File: src/rtl/bird_pkg.sv
// Shared bird-controller definitions: state codes, sprite geometry and colours,
// plus the datapath's internal sequencer encoding.
package bird_pkg;

  localparam logic [3:0] ST_HOLD    = 4'd0;
  localparam logic [3:0] ST_LEFT    = 4'd1;
  localparam logic [3:0] ST_RIGHT   = 4'd2;
  localparam logic [3:0] ST_UP      = 4'd3;
  localparam logic [3:0] ST_DOWN    = 4'd4;
  localparam logic [3:0] ST_CLEAR   = 4'd5;
  localparam logic [3:0] ST_DRAW    = 4'd6;
  localparam logic [3:0] ST_SHOT    = 4'd7;
  localparam logic [3:0] ST_ESCAPE  = 4'd8;
  localparam logic [3:0] ST_PREHOLD = 4'd9;

  localparam int         SPRITE_SIZE = 4;
  localparam logic [3:0] LAST_PIXEL  = 4'(SPRITE_SIZE * SPRITE_SIZE - 1);

  localparam logic [2:0] COLOUR_BIRD = 3'b110;
  localparam logic [2:0] COLOUR_BG   = 3'b000;

  typedef enum logic [1:0] {
    SEQ_IDLE,
    SEQ_SWEEP,
    SEQ_WAIT_TICK,
    SEQ_DONE
  } seq_state_t;

  function automatic logic is_sweep_code(input logic [3:0] s);
    return (s == ST_CLEAR) || (s == ST_DRAW) || (s == ST_SHOT) || (s == ST_ESCAPE);
  endfunction

endpackage

File: src/rtl/bird_sprite_datapath_if.sv
// Controller <-> sprite datapath bundle, with the pixel-plot bus and a debug
// view of the datapath sequencer.
interface bird_sprite_datapath_if;
  import bird_pkg::*;

  // Handshake: the controller presents a state code and holds it; the datapath
  // answers with a single-cycle enable_draw when the requested sequence ends,
  // and accepts a new request only after state has left the code that started
  // the previous one. plot qualifies x_out/y_out/colour on every cycle.
  logic [3:0] state;
  logic       frame_tick;
  logic [7:0] x_out;
  logic [6:0] y_out;
  logic [2:0] colour;
  logic       plot;
  logic       enable_draw;
  logic       flying;
  seq_state_t seq_state;

  modport master (
    output state, frame_tick,
    input  x_out, y_out, colour, plot, enable_draw, flying, seq_state
  );

  modport slave (
    input  state, frame_tick,
    output x_out, y_out, colour, plot, enable_draw, flying, seq_state
  );

endinterface

File: src/rtl/sprite_sweeper.sv
// Walks the 16 pixels of a 4x4 sprite row-major from a base position, one pixel
// per cycle; done_o is high while the last pixel is on the outputs.
module sprite_sweeper
  import bird_pkg::*;
#(
  parameter logic [2:0] IDLE_COLOUR = COLOUR_BG
) (
  input  logic       clk,
  input  logic       reset_n,
  input  logic       start_i,
  input  logic [2:0] colour_i,
  input  logic [7:0] base_x_i,
  input  logic [6:0] base_y_i,
  output logic       plot_o,
  output logic [7:0] x_o,
  output logic [6:0] y_o,
  output logic [2:0] colour_o,
  output logic       done_o
);

  logic [3:0] cnt_q;
  logic [3:0] cnt_inc;
  logic       plot_q;
  logic [7:0] x_q;
  logic [6:0] y_q;
  logic [2:0] colour_q;

  assign cnt_inc = cnt_q + 4'd1;

  always_ff @(posedge clk or negedge reset_n) begin
    if (!reset_n) begin
      cnt_q    <= 4'd0;
      plot_q   <= 1'b0;
      x_q      <= 8'd0;
      y_q      <= 7'd0;
      colour_q <= IDLE_COLOUR;
    end else if (start_i) begin
      cnt_q    <= 4'd0;
      plot_q   <= 1'b1;
      x_q      <= base_x_i;
      y_q      <= base_y_i;
      colour_q <= colour_i;
    end else if (plot_q) begin
      if (cnt_q == LAST_PIXEL) begin
        cnt_q  <= 4'd0;
        plot_q <= 1'b0;
      end else begin
        // column in the low bits, row in the high bits
        cnt_q <= cnt_inc;
        x_q   <= base_x_i + {6'd0, cnt_inc[1:0]};
        y_q   <= base_y_i + {5'd0, cnt_inc[3:2]};
      end
    end
  end

  assign plot_o   = plot_q;
  assign x_o      = x_q;
  assign y_o      = y_q;
  assign colour_o = colour_q;
  assign done_o   = plot_q && (cnt_q == LAST_PIXEL);

endmodule

File: src/rtl/bird_sprite_datapath.sv
// Bird position register plus draw/erase/fall sequencing for the 4x4 bird sprite.
// Define BIRD_EDGE_WRAP_EN to wrap moves at the screen edges instead of saturating.
module bird_sprite_datapath
  import bird_pkg::*;
#(
  parameter logic [7:0] X_SPAWN     = 8'd76,
  parameter logic [6:0] Y_SPAWN     = 7'd100,
  parameter logic [7:0] X_MAX       = 8'd156,
  parameter logic [6:0] Y_MAX       = 7'd116,
  parameter logic [2:0] BIRD_COLOUR = COLOUR_BIRD,
  parameter logic [2:0] BG_COLOUR   = COLOUR_BG
) (
  input  logic                   clk,
  input  logic                   reset_n,
  bird_sprite_datapath_if.slave  bus
);

  seq_state_t seq_q;
  logic [7:0] bird_x_q;
  logic [6:0] bird_y_q;
  logic       flying_q;
  logic       enable_draw_q;
  logic [3:0] mode_q;
  logic [3:0] block_code_q;
  logic       block_q;
  logic       erase_q;
  logic       relaunch_q;

  logic       start;
  logic [2:0] sweep_colour;
  logic       sweep_last;
  logic       sw_plot;
  logic [7:0] sw_x;
  logic [6:0] sw_y;
  logic [2:0] sw_colour;
  logic       trig_ok;
  logic       fall_mode;
  logic       at_end;
  logic [6:0] fall_y;

  function automatic logic [7:0] step_x(input logic [7:0] v, input logic inc);
    logic [7:0] r;
`ifdef BIRD_EDGE_WRAP_EN
    if (inc) r = (v >= X_MAX) ? 8'd0 : v + 8'd1;
    else     r = (v == 8'd0) ? X_MAX : v - 8'd1;
`else
    if (inc) r = (v >= X_MAX) ? X_MAX : v + 8'd1;
    else     r = (v == 8'd0) ? 8'd0 : v - 8'd1;
`endif
    return r;
  endfunction

  function automatic logic [6:0] step_y(input logic [6:0] v, input logic inc);
    logic [6:0] r;
`ifdef BIRD_EDGE_WRAP_EN
    if (inc) r = (v >= Y_MAX) ? 7'd0 : v + 7'd1;
    else     r = (v == 7'd0) ? Y_MAX : v - 7'd1;
`else
    if (inc) r = (v >= Y_MAX) ? Y_MAX : v + 7'd1;
    else     r = (v == 7'd0) ? 7'd0 : v - 7'd1;
`endif
    return r;
  endfunction

  // A finished request stays blocked until the controller moves off its code.
  assign trig_ok   = is_sweep_code(bus.state) && !(block_q && (bus.state == block_code_q));
  assign fall_mode = (mode_q == ST_SHOT) || (mode_q == ST_ESCAPE);
  assign at_end    = (mode_q == ST_SHOT) ? (bird_y_q == Y_MAX) : (bird_y_q == 7'd0);
  assign fall_y    = step_y(bird_y_q, mode_q == ST_SHOT);

  always_comb begin
    start        = 1'b0;
    sweep_colour = BIRD_COLOUR;
    case (seq_q)
      SEQ_IDLE: begin
        if (trig_ok) begin
          start        = 1'b1;
          sweep_colour = (bus.state == ST_CLEAR) ? BG_COLOUR : BIRD_COLOUR;
        end
      end
      SEQ_SWEEP: begin
        start = relaunch_q;
      end
      SEQ_WAIT_TICK: begin
        if (bus.frame_tick && fall_mode) begin
          start        = 1'b1;
          sweep_colour = BG_COLOUR;
        end
      end
      default: ;
    endcase
  end

  sprite_sweeper #(
    .IDLE_COLOUR (BG_COLOUR)
  ) u_sweeper (
    .clk      (clk),
    .reset_n  (reset_n),
    .start_i  (start),
    .colour_i (sweep_colour),
    .base_x_i (bird_x_q),
    .base_y_i (bird_y_q),
    .plot_o   (sw_plot),
    .x_o      (sw_x),
    .y_o      (sw_y),
    .colour_o (sw_colour),
    .done_o   (sweep_last)
  );

  always_ff @(posedge clk or negedge reset_n) begin
    if (!reset_n) begin
      seq_q         <= SEQ_IDLE;
      bird_x_q      <= X_SPAWN;
      bird_y_q      <= Y_SPAWN;
      flying_q      <= 1'b1;
      enable_draw_q <= 1'b0;
      mode_q        <= ST_HOLD;
      block_code_q  <= ST_HOLD;
      block_q       <= 1'b0;
      erase_q       <= 1'b0;
      relaunch_q    <= 1'b0;
    end else begin
      enable_draw_q <= 1'b0;
      if (block_q && (bus.state != block_code_q)) block_q <= 1'b0;

      // The position is frozen while pixels are being plotted.
      if (seq_q != SEQ_SWEEP) begin
        case (bus.state)
          ST_LEFT:  bird_x_q <= step_x(bird_x_q, 1'b0);
          ST_RIGHT: bird_x_q <= step_x(bird_x_q, 1'b1);
          ST_UP:    bird_y_q <= step_y(bird_y_q, 1'b0);
          ST_DOWN:  bird_y_q <= step_y(bird_y_q, 1'b1);
          ST_PREHOLD: begin
            bird_x_q <= X_SPAWN;
            bird_y_q <= Y_SPAWN;
            flying_q <= 1'b1;
          end
          default: ;
        endcase
      end

      case (seq_q)
        SEQ_IDLE: begin
          if (trig_ok) begin
            seq_q        <= SEQ_SWEEP;
            mode_q       <= bus.state;
            erase_q      <= 1'b0;
            block_q      <= 1'b1;
            block_code_q <= bus.state;
          end
        end
        SEQ_SWEEP: begin
          if (relaunch_q) begin
            relaunch_q <= 1'b0;
          end else if (sweep_last) begin
            if (mode_q == ST_CLEAR) begin
              seq_q <= SEQ_WAIT_TICK;
            end else if (mode_q == ST_DRAW) begin
              seq_q         <= SEQ_DONE;
              enable_draw_q <= 1'b1;
            end else if (erase_q) begin
              // Old sprite erased: step one row, then redraw next cycle.
              erase_q    <= 1'b0;
              relaunch_q <= 1'b1;
              bird_y_q   <= fall_y;
            end else if (at_end) begin
              flying_q      <= 1'b0;
              seq_q         <= SEQ_DONE;
              enable_draw_q <= 1'b1;
            end else begin
              seq_q <= SEQ_WAIT_TICK;
            end
          end
        end
        SEQ_WAIT_TICK: begin
          if (bus.frame_tick) begin
            if (fall_mode) begin
              seq_q   <= SEQ_SWEEP;
              erase_q <= 1'b1;
            end else begin
              seq_q         <= SEQ_DONE;
              enable_draw_q <= 1'b1;
            end
          end
        end
        SEQ_DONE: begin
          seq_q <= SEQ_IDLE;
        end
        default: seq_q <= SEQ_IDLE;
      endcase
    end
  end

  assign bus.plot        = sw_plot;
  assign bus.x_out       = sw_x;
  assign bus.y_out       = sw_y;
  assign bus.colour      = sw_colour;
  assign bus.enable_draw = enable_draw_q;
  assign bus.flying      = flying_q;
  assign bus.seq_state   = seq_q;

endmodule
File: src/flat_wrapper.sv
// flat-port wrapper written by rule: the top's interface ports become plain ports
module bird_sprite_datapath_flat import bird_pkg::*;
#(
  parameter logic [7:0] X_SPAWN     = 8'd76,
  parameter logic [6:0] Y_SPAWN     = 7'd100,
  parameter logic [7:0] X_MAX       = 8'd156,
  parameter logic [6:0] Y_MAX       = 7'd116,
  parameter logic [2:0] BIRD_COLOUR = COLOUR_BIRD,
  parameter logic [2:0] BG_COLOUR   = COLOUR_BG
)
  (clk, reset_n, bus_state, bus_frame_tick, bus_x_out, bus_y_out, bus_colour, bus_plot, bus_enable_draw, bus_flying, bus_seq_state);
  bird_sprite_datapath_if bus_i ();
  input  logic clk;
  input  logic reset_n;
  input wire logic [$bits(bus_i.state)-1:0] bus_state;
  input wire logic [$bits(bus_i.frame_tick)-1:0] bus_frame_tick;
  output wire logic [$bits(bus_i.x_out)-1:0] bus_x_out;
  output wire logic [$bits(bus_i.y_out)-1:0] bus_y_out;
  output wire logic [$bits(bus_i.colour)-1:0] bus_colour;
  output wire logic [$bits(bus_i.plot)-1:0] bus_plot;
  output wire logic [$bits(bus_i.enable_draw)-1:0] bus_enable_draw;
  output wire logic [$bits(bus_i.flying)-1:0] bus_flying;
  output wire logic [$bits(bus_i.seq_state)-1:0] bus_seq_state;
  assign bus_i.state = bus_state;
  assign bus_i.frame_tick = bus_frame_tick;
  assign bus_x_out = bus_i.x_out;
  assign bus_y_out = bus_i.y_out;
  assign bus_colour = bus_i.colour;
  assign bus_plot = bus_i.plot;
  assign bus_enable_draw = bus_i.enable_draw;
  assign bus_flying = bus_i.flying;
  assign bus_seq_state = bus_i.seq_state;
  bird_sprite_datapath #(.X_SPAWN(X_SPAWN), .Y_SPAWN(Y_SPAWN), .X_MAX(X_MAX), .Y_MAX(Y_MAX), .BIRD_COLOUR(BIRD_COLOUR), .BG_COLOUR(BG_COLOUR)) u_core (.clk(clk), .reset_n(reset_n), .bus(bus_i));
endmodule
File: config.mk
export PLATFORM = sky130hd
export DESIGN_NAME = bird_sprite_datapath_flat
export DESIGN_NICKNAME = d
export VERILOG_FILES = /design/src/rtl/bird_pkg.sv /design/src/rtl/bird_sprite_datapath_if.sv /design/src/rtl/sprite_sweeper.sv /design/src/rtl/bird_sprite_datapath.sv /design/src/flat_wrapper.sv
export SDC_FILE = /design/constraint.sdc
export NUM_CORES = 1
export LEC_CHECK = 0
export ABC_AREA = 1
export CAP_MARGIN = 15
export CELL_PAD_IN_SITES_DETAIL_PLACEMENT = 0
export CELL_PAD_IN_SITES_GLOBAL_PLACEMENT = 1
export CORE_MARGIN = 2
export CORE_UTILIZATION = 39
export CTS_BUF_LIST = sky130_fd_sc_hd__clkbuf_4
export DETAILED_ROUTE_END_ITERATION = 10
export GPL_TIMING_DRIVEN = 0
export PLACE_DENSITY = 0.8
export SLEW_MARGIN = 0
export SYNTH_ARGS = -nofsm -noshare
export SYNTH_HDL_FRONTEND = slang
export SYNTH_SLANG_ARGS = --single-unit
File: constraint.sdc
create_clock -name clk -period 2 [get_ports clk]
set_input_delay 0.4 -clock clk [delete_from_list [all_inputs] [get_ports clk]]
set_output_delay 0.4 -clock clk [all_outputs]
set_load 0.1 [all_outputs]
==> results of run 1 <==
-- final timing paths --
| path | endpoint | slack [ns] | depth (start not counted) |
|---|---|---|---|
| max | bus_enable_draw | 0.05 | 1 |
| max reg2reg | u_core.u_sweeper.y_o[6]$_DFFE_PN0P_ | 0.11 | 10 |
| min | u_core.mode_q[1]$_DFFE_PN0P_ | 0.43 | 3 |
| min reg2reg | u_core.u_sweeper.x_o[3]$_DFFE_PN0P_ | 0.53 | 2 |
| max in group asynchronous | u_core.bird_x_q[3]$_DFFE_PN1P_ | 1.00 | 3 |
| min in group asynchronous | u_core.bus.seq_state[1]$_DFFE_PN0P_ | 0.44 | 2 |
-- synth_stat cells, types with 2 or more instances --
cell type	n
nand2_1	160
nand3_1	59
inv_1	54
nor2_1	48
dfrtp_1	40
o21ai_0	27
xor2_1	23
ha_1	16
a21oi_1	13
o21ai_1	11
o211ai_1	8
dfstp_2	7
inv_2	6
nand4_1	6
buf_2	5
buf_4	5
xnor2_1	4
nor2_2	3
a22oi_1	2
a31oi_1	2
and2_1	2
buf_6	2
clkbuf_1	2
fa_1	2
nand2_4	2
nor3_1	2
o22ai_1	2
-- layer usage --
metal  up-vias  GRT usage [%]  routed length [microns]
met5         -              0                        0
met1      1611           27.8                     4550
met3         4           2.02                      264
met4         0           3.27                       51
li1       1775              -                        -
met2        57           32.3                     4420
-- cell type report --
type	instances	area (sq um)	share of cell area [%]
multi-input combinational	405	2170	51.0
inverter	61	229	5.37
clock buffer	5	37.5	0.881
sequential	47	1190	28.0
clock inverter	3	71.3	1.67
timing repair buffer	36	323	7.58
buffer	14	92.6	2.17
tap	111	139	3.26
-- metrics by stage --
| step | instance area, sq um | hold WS, ns |
|---|---|---|
| global route | 4260 | 0.443 |
| global placement | 4060 | 0.492 |
| CTS | 4210 | 0.424 |
| finish | 4260 | 0.429 |
| detailed placement | 4070 | 0.312 |
| floorplan | 3640 | 0.104 |
-- registers in the layout, indices dropped and copies added (netlist names) --
| signal | cells |
|---|---|
| u_core.bird_x_q | 8 |
| u_core.u_sweeper.x_o | 8 |
| u_core.bird_y_q | 7 |
| u_core.u_sweeper.y_o | 7 |
| u_core.mode_q | 4 |
| u_core.u_sweeper.cnt_q | 4 |
| u_core.bus.seq_state | 2 |
| u_core.block_q | 1 |
| u_core.bus.enable_draw | 1 |
| u_core.bus.flying | 1 |
| u_core.erase_q | 1 |
| u_core.relaunch_q | 1 |
| u_core.u_sweeper.colour_o | 1 |
| u_core.u_sweeper.plot_o | 1 |
-- repair_timing --
item,in CTS,in global routing
hold buffers,1,0
hold endpoints to repair,8,0
pin swaps,0,6
gates resized for setup,55,28
buffers inserted,1,5
setup endpoints to repair,24,34
-- kinds of logic (layout without fill, tap and decap cells) --
group                    count (synthesis)  count (layout)
adder cells (fa/ha/maj)                 18              18
AO/OA/AOI/OAI                           70              70
AND/OR/NAND/NOR                        289             289
buffers and inverters                   75             119
other                                    1               1
flip-flops                              47              47
XOR/XNOR                                27              27
-- worst min-delay path: cells and delay by family --
| kind | cells | cell delay [ns] |
|---|---|---|
| buf+inv | 2 | 0.29 |
| compound gates | 1 | 0.08 |
==> key figures, run 1 <==
Final layout
  – Number of diodes: 0
  – Layout cells sized above 1: 15.6%
  – Nets@finish: 595
  – Fin util: 46.5%
  – Fill cell total of the finished layout: 966
  – Most common cell after layout, fill and taps aside: nand2_1
  – Syn-to-layout area delta: 17.5%
  – Final cell count without fillers: 682
  – Most frequent cells in the layout: nand2_1, nand3_1, inv_1

Routing
  – Vias per cell: 5.05
  – Via Count: 3447
  – Routed len/inst: 13.6 microns
  – DRT Wirelength: 9.28 mm
  – DRT Pass-1 Iters: 4
  – Antenna-violating nets left: 0
  – Initial DRC Count: 132
  – # DRC: 0

Synthesis
  – Syn nets: 552
  – Post-synthesis sequential area ratio: 32.7%
  – Synth Area in Compound Gates: 10.9%
  – Synth Area in Simple Gates: 34.4%
  – Asr flop ratio synth: 100%
  – Post-synth EDFFs: 0
  – Synth Area in XOR/XNOR: 6.52%
  – Post-Syn Area: 3630 sq um
  – Post-synth cell types: 41
  – Mapped Cells: 527
  – Register bit total from synthesis: 47
  – Synthesis warning total: 0
  – Largest family of logic cells by synthesized area: simple AND/OR/NAND/NOR gates
  – Main flop type after synthesis: dfrtp_1
  – Mux cell area share after synthesis: 0%
  – Yosys top cell area share: 27.6%
  – Largest area contributor in the netlist: dfrtp_1
  – Synth area leaders: dfrtp_1, nand2_1, nand3_1
  – Area share of fa/ha/maj cells after synthesis: 6.62%
  – Syn Area/Cell: 6.88 sq um

Timing
  – Max Slew Vio Count: 0
  – Rel. slew slack: 37.1%
  – Min cycle time layout: 1.95 ns
  – Worst Tran Pin Value: 0.947 ns
  – Setup slack after layout: 0.0460 ns
  – Highest clock rate: 512 MHz
  – Setup_tns: 0 ns
  – RSZ-0062 raised after global routing: yes
  – Layout Skew: 0.0102 ns
  – Final setup viols: 0
  – Final period util: 97.7%
  – Hold Fails Final Rpt: 0

Die
  – Die footprint: 10100 sq um
  – Site Rows: 35
  – Core area: 9150 sq um
  – Die W: 100 microns
  – Die height: 100 microns
  – Initial Util: 39.6%
  – IO Pins: 30

Critical path
  – Crit-path cells: dlygate4sd2_1
  – CP endpoint kind: output pin
  – CP startpoint: u_core.bus.enable_draw$_DFF_PN0_
  – Crit Path Class: reg -> out
  – Critical path's slowest cell: dlygate4sd2_1
  – Worst endpoint required time: 1.60 ns
  – CP max stage delay: 0.84 ns
  – RR Startpoint: u_core.u_sweeper.cnt_q[0]$_DFFE_PN0P_
  – Crit path launch type: flip-flop
  – Crit Path Max Fanout: 1
  – Count of buffer and inverter cells on the critical path: 1
  – WP data arrival: 1.55 ns
  – Critical path's top delay family: buffers and inverters

Clock tree
  – CTS tree: built
  – Worst-path clk slew: 0.15 ns
  – Root Buffer: clkbuf_4
  – Num CTS Buffers: 5
  – Clk sinks: 47
  – CTS max path bufs: 2
  – Worst-Skew Late Latency: 0.37 ns
  – Number of H-tree levels: 2

Placement
  – Placer Congestion: 0.898
  – Port bufs: 28
  – Placement Setup Slack: -0.324 ns
  – HPWL after DPL: 7.08 mm
  – Placed cells: 667

Flow run
  – Max_cap viols: 0

GRT
  – GRT overflow: 0
  – First-pass GRT wire length: 16.0 mm
  – Largest net degree at the start of global routing: 38
  – Vias in the first global route: 3296
  – Initial antenna violation count: 0
  – All-Layer GR Usage: 19.4%

Worst hold path
  – Worst min-delay path class: in -> reg
  – Worst hold start: bus_state[1]

Status
  – Status: completed
Power of run 1 is not shown: default switching activity piles up to over one toggle a cycle in this logic, so the estimate is an artifact.
==> inputs of run 2 (changes only) <==
Settings changed: CAP_MARGIN 15 to not set, CTS_CLUSTER_SIZE set to 20.
==> results of run 2 <==
Same layout as run 1: the final DEF is identical, and so are final timing and power.
Power of run 2 is left out for the same reason.
